===== src/rtl/mesi_bus_pkg.sv =====
// rtl/mesi_bus_pkg.sv - shared MESI bus types for the snoop request dispatcher
package mesi_bus_pkg;

  localparam int NUM_CORES_DEF = 4;
  localparam int CID_W_DEF     = $clog2(NUM_CORES_DEF);

  typedef enum logic [1:0] {
    BUS_RD    = 2'b00,
    BUS_RDX   = 2'b01,
    BUS_UPGR  = 2'b10,
    BUS_FLUSH = 2'b11
  } bus_op_e;

  typedef enum logic [2:0] {
    ST_IDLE,
    ST_POP,
    ST_LATCH,
    ST_SNOOP,
    ST_RESP
  } dispatch_state_e;

  typedef struct packed {
    logic [CID_W_DEF-1:0] core_id;
    bus_op_e              op;
  } bus_req_t;

endpackage


===== src/rtl/snoop_req_dispatcher_if.sv =====
// rtl/snoop_req_dispatcher_if.sv - FIFO, snoop and response signals; resp_timeout exists only with SNOOP_TIMEOUT_EN
interface snoop_req_dispatcher_if #(
  parameter int NUM_CORES = mesi_bus_pkg::NUM_CORES_DEF,
  parameter int CID_W     = $clog2(NUM_CORES),
  parameter int REQ_W     = CID_W + 2
);
  logic                 fifo_empty;
  logic [REQ_W-1:0]     fifo_data;
  logic                 fifo_rd_en;
  logic [NUM_CORES-1:0] snoop_valid;
  logic [1:0]           snoop_op;
  logic [NUM_CORES-1:0] snoop_ready;
  logic [NUM_CORES-1:0] snoop_shared;
  logic [NUM_CORES-1:0] snoop_dirty;
  logic                 resp_valid;
  logic [CID_W-1:0]     resp_core;
  logic                 resp_shared;
  logic                 resp_dirty;
  logic                 resp_ack;
  logic                 busy;
`ifdef SNOOP_TIMEOUT_EN
  logic                 resp_timeout;

  modport master (
    input  fifo_empty, fifo_data, snoop_ready, snoop_shared, snoop_dirty, resp_ack,
    output fifo_rd_en, snoop_valid, snoop_op, resp_valid, resp_core, resp_shared,
           resp_dirty, busy, resp_timeout
  );
  modport slave (
    output fifo_empty, fifo_data, snoop_ready, snoop_shared, snoop_dirty, resp_ack,
    input  fifo_rd_en, snoop_valid, snoop_op, resp_valid, resp_core, resp_shared,
           resp_dirty, busy, resp_timeout
  );
`else
  modport master (
    input  fifo_empty, fifo_data, snoop_ready, snoop_shared, snoop_dirty, resp_ack,
    output fifo_rd_en, snoop_valid, snoop_op, resp_valid, resp_core, resp_shared,
           resp_dirty, busy
  );
  modport slave (
    output fifo_empty, fifo_data, snoop_ready, snoop_shared, snoop_dirty, resp_ack,
    input  fifo_rd_en, snoop_valid, snoop_op, resp_valid, resp_core, resp_shared,
           resp_dirty, busy
  );
`endif
endinterface


===== src/rtl/snoop_req_dispatcher_snoop_collector.sv =====
// rtl/snoop_req_dispatcher_snoop_collector.sv - pending-mask tracking and shared/dirty accumulation for one snoop round
module snoop_collector #(
  parameter int NUM_CORES = 4,
  parameter int CID_W     = $clog2(NUM_CORES)
) (
  input  logic                 clk,
  input  logic                 rst,
  input  logic                 load,
  input  logic [CID_W-1:0]     load_core,
  input  logic                 load_flush,
  input  logic                 active,
  input  logic                 upgr,
  input  logic [NUM_CORES-1:0] snoop_ready,
  input  logic [NUM_CORES-1:0] snoop_shared,
  input  logic [NUM_CORES-1:0] snoop_dirty,
  output logic [NUM_CORES-1:0] pending,
  output logic                 shared_nx,
  output logic                 dirty_nx,
  output logic                 all_done
);
  localparam logic [NUM_CORES-1:0] ONE = {{(NUM_CORES-1){1'b0}}, 1'b1};

  logic [NUM_CORES-1:0] hits;
  logic [NUM_CORES-1:0] pending_nx;
  logic                 acc_shared;
  logic                 acc_dirty;

  // Responses on bits no longer pending (or the requester) never count.
  assign hits       = pending & snoop_ready;
  assign pending_nx = pending & ~hits;
  assign shared_nx  = acc_shared | (|(hits & snoop_shared));
  assign dirty_nx   = acc_dirty | (!upgr && (|(hits & snoop_dirty)));
  assign all_done   = (pending_nx == '0);

  always_ff @(posedge clk or posedge rst) begin
    if (rst) begin
      pending    <= '0;
      acc_shared <= 1'b0;
      acc_dirty  <= 1'b0;
    end else if (load) begin
      pending    <= load_flush ? '0 : ~(ONE << load_core);
      acc_shared <= 1'b0;
      acc_dirty  <= 1'b0;
    end else if (active) begin
      pending    <= pending_nx;
      acc_shared <= shared_nx;
      acc_dirty  <= dirty_nx;
    end
  end

endmodule


===== src/rtl/snoop_req_dispatcher.sv =====
// rtl/snoop_req_dispatcher.sv - pops bus requests, broadcasts snoops, returns aggregated shared/dirty; SNOOP_TIMEOUT_EN adds a snoop wait limit
module snoop_req_dispatcher
  import mesi_bus_pkg::*;
#(
  parameter int NUM_CORES = NUM_CORES_DEF,
  parameter int CID_W     = $clog2(NUM_CORES),
  parameter int REQ_W     = CID_W + 2,
  parameter int TIMEOUT   = 15
) (
  input  logic                  clk,
  input  logic                  rst,
  snoop_req_dispatcher_if.master bus
);
  dispatch_state_e      state;
  logic [CID_W-1:0]     req_core;
  bus_op_e              req_op;
  logic [NUM_CORES-1:0] pending;
  logic                 shared_nx;
  logic                 dirty_nx;
  logic                 all_done;
  logic                 col_load;
  logic                 col_active;
  logic                 upgr;

  assign col_load   = (state == ST_LATCH);
  assign col_active = (state == ST_SNOOP);
  assign upgr       = (req_op == BUS_UPGR);

  snoop_collector #(
    .NUM_CORES (NUM_CORES),
    .CID_W     (CID_W)
  ) u_collector (
    .clk          (clk),
    .rst          (rst),
    .load         (col_load),
    .load_core    (bus.fifo_data[REQ_W-1:2]),
    .load_flush   (bus.fifo_data[1:0] == BUS_FLUSH),
    .active       (col_active),
    .upgr         (upgr),
    .snoop_ready  (bus.snoop_ready),
    .snoop_shared (bus.snoop_shared),
    .snoop_dirty  (bus.snoop_dirty),
    .pending      (pending),
    .shared_nx    (shared_nx),
    .dirty_nx     (dirty_nx),
    .all_done     (all_done)
  );

  // After a timeout the mask still holds the silent cores, so gate it to SNOOP.
  assign bus.snoop_valid = col_active ? pending : '0;

`ifdef SNOOP_TIMEOUT_EN
  localparam int CNT_W = $clog2(TIMEOUT + 1);
  logic [CNT_W-1:0] wait_cnt;
`endif

  always_ff @(posedge clk or posedge rst) begin
    if (rst) begin
      state           <= ST_IDLE;
      req_core        <= '0;
      req_op          <= BUS_RD;
      bus.fifo_rd_en  <= 1'b0;
      bus.snoop_op    <= 2'b00;
      bus.resp_valid  <= 1'b0;
      bus.resp_core   <= '0;
      bus.resp_shared <= 1'b0;
      bus.resp_dirty  <= 1'b0;
      bus.busy        <= 1'b0;
`ifdef SNOOP_TIMEOUT_EN
      wait_cnt         <= '0;
      bus.resp_timeout <= 1'b0;
`endif
    end else begin
      bus.fifo_rd_en <= 1'b0;
      case (state)
        ST_IDLE: begin
          if (!bus.fifo_empty) begin
            state          <= ST_POP;
            bus.fifo_rd_en <= 1'b1;
            bus.busy       <= 1'b1;
          end
        end
        ST_POP: state <= ST_LATCH;
        // FIFO output is registered, so the popped entry is visible only now.
        ST_LATCH: begin
          req_core <= bus.fifo_data[REQ_W-1:2];
          req_op   <= bus_op_e'(bus.fifo_data[1:0]);
          if (bus.fifo_data[1:0] == BUS_FLUSH) begin
            state           <= ST_RESP;
            bus.resp_valid  <= 1'b1;
            bus.resp_core   <= bus.fifo_data[REQ_W-1:2];
            bus.resp_shared <= 1'b0;
            bus.resp_dirty  <= 1'b0;
          end else begin
            state        <= ST_SNOOP;
            bus.snoop_op <= bus.fifo_data[1:0];
`ifdef SNOOP_TIMEOUT_EN
            wait_cnt     <= '0;
`endif
          end
        end
        ST_SNOOP: begin
`ifdef SNOOP_TIMEOUT_EN
          wait_cnt <= wait_cnt + 1'b1;
`endif
          if (all_done) begin
            state           <= ST_RESP;
            bus.snoop_op    <= 2'b00;
            bus.resp_valid  <= 1'b1;
            bus.resp_core   <= req_core;
            bus.resp_shared <= shared_nx;
            bus.resp_dirty  <= dirty_nx;
          end
`ifdef SNOOP_TIMEOUT_EN
          else if (wait_cnt == CNT_W'(TIMEOUT - 1)) begin
            state            <= ST_RESP;
            bus.snoop_op     <= 2'b00;
            bus.resp_valid   <= 1'b1;
            bus.resp_core    <= req_core;
            bus.resp_shared  <= shared_nx;
            bus.resp_dirty   <= dirty_nx;
            bus.resp_timeout <= 1'b1;
          end
`endif
        end
        ST_RESP: begin
          if (bus.resp_ack) begin
            state           <= ST_IDLE;
            bus.resp_valid  <= 1'b0;
            bus.resp_core   <= '0;
            bus.resp_shared <= 1'b0;
            bus.resp_dirty  <= 1'b0;
            bus.busy        <= 1'b0;
`ifdef SNOOP_TIMEOUT_EN
            bus.resp_timeout <= 1'b0;
`endif
          end
        end
        default: state <= ST_IDLE;
      endcase
    end
  end

endmodule


===== src/flat_wrapper.sv =====
// flat-port wrapper written by rule: the top's interface ports become plain ports
module snoop_req_dispatcher_flat import mesi_bus_pkg::*;
#(
  parameter int NUM_CORES = NUM_CORES_DEF,
  parameter int CID_W     = $clog2(NUM_CORES),
  parameter int REQ_W     = CID_W + 2,
  parameter int TIMEOUT   = 15
)
  (clk, rst, bus_fifo_empty, bus_fifo_data, bus_snoop_ready, bus_snoop_shared, bus_snoop_dirty, bus_resp_ack, bus_fifo_rd_en, bus_snoop_valid, bus_snoop_op, bus_resp_valid, bus_resp_core, bus_resp_shared, bus_resp_dirty, bus_busy);
  snoop_req_dispatcher_if #(.NUM_CORES(NUM_CORES), .CID_W(CID_W), .REQ_W(REQ_W)) bus_i ();
  input  logic clk;
  input  logic rst;
  input wire logic [$bits(bus_i.fifo_empty)-1:0] bus_fifo_empty;
  input wire logic [$bits(bus_i.fifo_data)-1:0] bus_fifo_data;
  input wire logic [$bits(bus_i.snoop_ready)-1:0] bus_snoop_ready;
  input wire logic [$bits(bus_i.snoop_shared)-1:0] bus_snoop_shared;
  input wire logic [$bits(bus_i.snoop_dirty)-1:0] bus_snoop_dirty;
  input wire logic [$bits(bus_i.resp_ack)-1:0] bus_resp_ack;
  output wire logic [$bits(bus_i.fifo_rd_en)-1:0] bus_fifo_rd_en;
  output wire logic [$bits(bus_i.snoop_valid)-1:0] bus_snoop_valid;
  output wire logic [$bits(bus_i.snoop_op)-1:0] bus_snoop_op;
  output wire logic [$bits(bus_i.resp_valid)-1:0] bus_resp_valid;
  output wire logic [$bits(bus_i.resp_core)-1:0] bus_resp_core;
  output wire logic [$bits(bus_i.resp_shared)-1:0] bus_resp_shared;
  output wire logic [$bits(bus_i.resp_dirty)-1:0] bus_resp_dirty;
  output wire logic [$bits(bus_i.busy)-1:0] bus_busy;
  assign bus_i.fifo_empty = bus_fifo_empty;
  assign bus_i.fifo_data = bus_fifo_data;
  assign bus_i.snoop_ready = bus_snoop_ready;
  assign bus_i.snoop_shared = bus_snoop_shared;
  assign bus_i.snoop_dirty = bus_snoop_dirty;
  assign bus_i.resp_ack = bus_resp_ack;
  assign bus_fifo_rd_en = bus_i.fifo_rd_en;
  assign bus_snoop_valid = bus_i.snoop_valid;
  assign bus_snoop_op = bus_i.snoop_op;
  assign bus_resp_valid = bus_i.resp_valid;
  assign bus_resp_core = bus_i.resp_core;
  assign bus_resp_shared = bus_i.resp_shared;
  assign bus_resp_dirty = bus_i.resp_dirty;
  assign bus_busy = bus_i.busy;
  snoop_req_dispatcher #(.NUM_CORES(NUM_CORES), .CID_W(CID_W), .REQ_W(REQ_W), .TIMEOUT(TIMEOUT)) u_core (.clk(clk), .rst(rst), .bus(bus_i));
endmodule

===== config.mk =====
export PLATFORM = sky130hd
export DESIGN_NAME = snoop_req_dispatcher_flat
export DESIGN_NICKNAME = d
export VERILOG_FILES = /design/src/rtl/mesi_bus_pkg.sv /design/src/rtl/snoop_req_dispatcher_if.sv /design/src/rtl/snoop_req_dispatcher_snoop_collector.sv /design/src/rtl/snoop_req_dispatcher.sv /design/src/flat_wrapper.sv
export SDC_FILE = /design/constraint.sdc
export NUM_CORES = 1
export LEC_CHECK = 0
export CAP_MARGIN = 10
export CELL_PAD_IN_SITES_DETAIL_PLACEMENT = 1
export CELL_PAD_IN_SITES_GLOBAL_PLACEMENT = 1
export CORE_ASPECT_RATIO = 0.5
export CORE_MARGIN = 3
export CORE_UTILIZATION = 38
export DETAILED_ROUTE_END_ITERATION = 7
export PLACE_DENSITY_LB_ADDON = 0.1
export SYNTH_ARGS = -nofsm -noshare
export SYNTH_HDL_FRONTEND = slang
export SYNTH_SLANG_ARGS = --single-unit

===== constraint.sdc =====
create_clock -name clk -period 2.9 [get_ports clk]
set_input_delay 0.435 -clock clk [delete_from_list [all_inputs] [get_ports clk]]
set_output_delay 0.435 -clock clk [all_outputs]
set_load 0.01 [all_outputs]

==> impl_results.md <==
* Max incr delay on CP at 0.61 ns
* Rel. slew slack at 0.4315
* Crit Path Category: register to primary output
* Simple-gate share of the synthesized area at 0.2195
* CTS max path bufs at 2
* Core area at 0.002765 mm²
* Post-synth top area share at 0.4711
* Final Net Count at 167
* Cell taking the most area after synthesis: dfrtp_1
* Setup crit end kind: primary output
* Worst hold slack at 0.5055 ns
* Wire per inst at 17.86 µm
* Post-route setup slack at 0.3593 ns
* Antenna diode count at 0
* Worst setup SP type: register
* Vias in the first global route at 1,074
* Hold crit path type: register to register
* Reg clk slew, reported paths at 0.08 ns
* Largest net degree at the start of global routing at 23
* Hpwl dp at 2.542 mm
* Hold wc startpoint: u_core.bus.resp_dirty
* Cts repair resizes at 0
* Pwr dens at 1023 mW/mm²
* Reg-to-reg slack, setup at 1.10 ns
* CTS root buf: clkbuf_8
* Cell Rows at 13
* Mapped Avg Cell Area at 10.25 µm²
* Crit path DAT at 2.11 ns
* Synth area leaders: dfrtp_1 47%, mux2_2 4.8%, o21ai_0 3.9%, nand2_1 3.5%, nand3_1 3.0%
* Setup-failing EPs final at 0
* Number of CTS-inserted buffers at 3
* Mux cell area share after synthesis at 0.04818
* Area share of fa/ha/maj cells after synthesis at 0
* CP delay by family, top: simple AND/OR/NAND/NOR gates
* Synth warn at 0
* Hold endpoint: u_core.bus.resp_dirty
* Final min period at 2.541 ns
* Fraction of synthesis flops using an asynchronous set or reset pin at 1.000
* Post-CTS Hold Fix Bufs at 0
* First-pass GRT wire length at 5.554 mm
* Final std cells w/o fill at 183
* Post-synthesis sequential area ratio at 0.4711
* Crit path max fanout at 12
* Dpl cells at 179
* Most common cell in the netlist: dfrtp_1
* P&R area growth vs syn at 32.55%
* CTS tree: done
* Worst-Margin Slew at 0.8519 ns
* CP Data Required Time at 2.47 ns
* Worst path bufs/invs at 1
* Latest clock arrival within the worst-skew pair at 0.27 ns
* Max Cap Viol at 0
* Slowest-stage cell, CP: dfrtp_1
* Global route overflow at 0
* Post-CTS Setup Inserts at 0
* IO buf count at 32
* Clock skew at 0.006877 ns
* Cells after Synth at 114
* Tcrit/Tclk final at 0.8761
* Vias per inst at 5.508
* Seq cells post-synth at 22
* Max Slew Vio Count at 0
* RSZ-0062 raised after global routing: no
* Worst R2R Path Depth at 4
* Fin. Hold Viols at 0
* Iter 0 DRT Violations at 29
* CP Cell Sequence: and3b_1, and2_2, clkdlybuf4s50_1
* Post-synthesis xor/xnor area fraction at 0
* Synthesized cell area at 0.001169 mm²
* Total negative setup slack at 0 ns
* Die X-Extent at 84.43 µm
* Post-synthesis compound-gate area fraction at 0.2066
* Starting density of the core at 0.4226
* Reg2reg start: u_core.state[0]
* WHS Path Cells at 1
* DRT Pass-1 Iters at 4
* H-tree levels at 1
* Leak at 0.0006508 µW
* Outcome: complete, no violations
* Dpl ws at 0.6871 ns
* Syn Nets at 134
* GRT Util Overall at 0.1909
* FF-to-FF End: u_core.bus.resp_core[0]
* # DRC at 0
* WP depth at 3
* EDFF count, synth at 0
* Die area at 0.003817 mm²
* WL final at 3.269 mm
* Top_reg_cell synth: dfrtp_1
* Antenna violations before repair at 0
* Die height at 45.22 µm
* IO Count at 33
* Share of cells above drive strength 1 at 0.1507
* Clk sink count at 22
* Placer Congestion at 0.7549
* Synth cell count leaders: 22 x dfrtp_1, 11 x nand2_1, 9 x o21ai_0, 7 x nand3_1
* Count of different cell masters after synthesis at 36
* Max frequency at 393.6 MHz
* Largest family of logic cells by synthesized area: simple AND/OR/NAND/NOR gates
* Max VDD drop at 0.4122 mV
* Via Count at 1,008
* Post-route ant nets at 0
-- cells in the final DEF, fill, tap and decap left out, types with 2 or more instances in the layout --
cell type,synthesis,layout
a21oi_1,4,4
mux2_2,5,5
inv_1,6,6
nand4_1,2,2
nand2_1,11,11
nand3_1,7,7
clkdlybuf4s50_1,0,32
o21ai_0,9,9
nand2b_1,3,3
a31oi_1,3,3
a22o_1,3,3
nor2_1,6,6
o22ai_1,3,3
dfrtp_1,22,22
nand2_2,2,2
a21oi_2,2,2
and2_2,3,3
nor2b_1,2,2
clkbuf_8,0,4
-- worst max path at each step --
stage	endpoint	startpoint	slack (ns)
global route	bus_snoop_valid[2]	u_core.state[0]	0.26
global placement	bus_snoop_valid[2]	u_core.state[0]	0.76
detailed placement	bus_snoop_valid[0]	u_core.state[0]	0.69
finish	bus_snoop_valid[2]	u_core.state[0]	0.36
floorplan	u_core.bus.resp_core[0]	bus_snoop_ready[1]	1.45
CTS	bus_snoop_valid[2]	u_core.state[0]	0.37
-- cell type report --
type | count | area, µm²
Fill cell | 318 | 1216
Multi-Input combinational cell | 82 | 554.3
Sequential cell | 22 | 550.5
Timing Repair Buffer | 32 | 320.3
Clock buffer | 4 | 55.05
Tap cell | 37 | 46.29
Inverter | 6 | 22.52
-- kinds of logic (layout without fill, tap and decap cells) --
logic type	Yosys count	in the layout
and+or+nand+nor	44	44
AOI/OAI and AO/OA	33	33
DFF	22	22
buffers and inverters	10	42
muxes	5	5
-- state kept, by name, indices dropped and copies added (netlist names), 2 cells and up --
name / cells
u_core.u_collector.pending: 4
u_core.bus.resp_core: 2
u_core.req_op: 2
u_core.state: 3
u_core.req_core: 2
u_core.bus.snoop_op: 2
-- per-layer routing --
metal | wire length [µm] | track usage | up-vias
met5 | 0 | 0 | -
met4 | 23 | 0.05994 | 0
met3 | 173 | 0.05100 | 3
met2 | 1498 | 0.3150 | 21
met1 | 1574 | 0.2520 | 503
li1 | - | - | 481
-- where the power goes --
group | internal [µW] | leakage, µW | total [µW] | switching, µW
sequential | 448 | 0.000272 | 604 | 156
combinational | 381 | 0.000350 | 754 | 373
clock | 121 | 0.0000288 | 226 | 104
total | 950 | 0.000651 | 1580 | 634
-- stage by stage --
stage	total power (µW)	utilization	instance area, µm²
finish	1584	0.5602	1549
global route	1704	0.5602	1549
CTS	1596	0.5602	1549
detailed placement	1357	0.5403	1494
global placement	1332	0.5403	1494
floorplan	1090	-	1169
(Power assumes the default switching activity.)
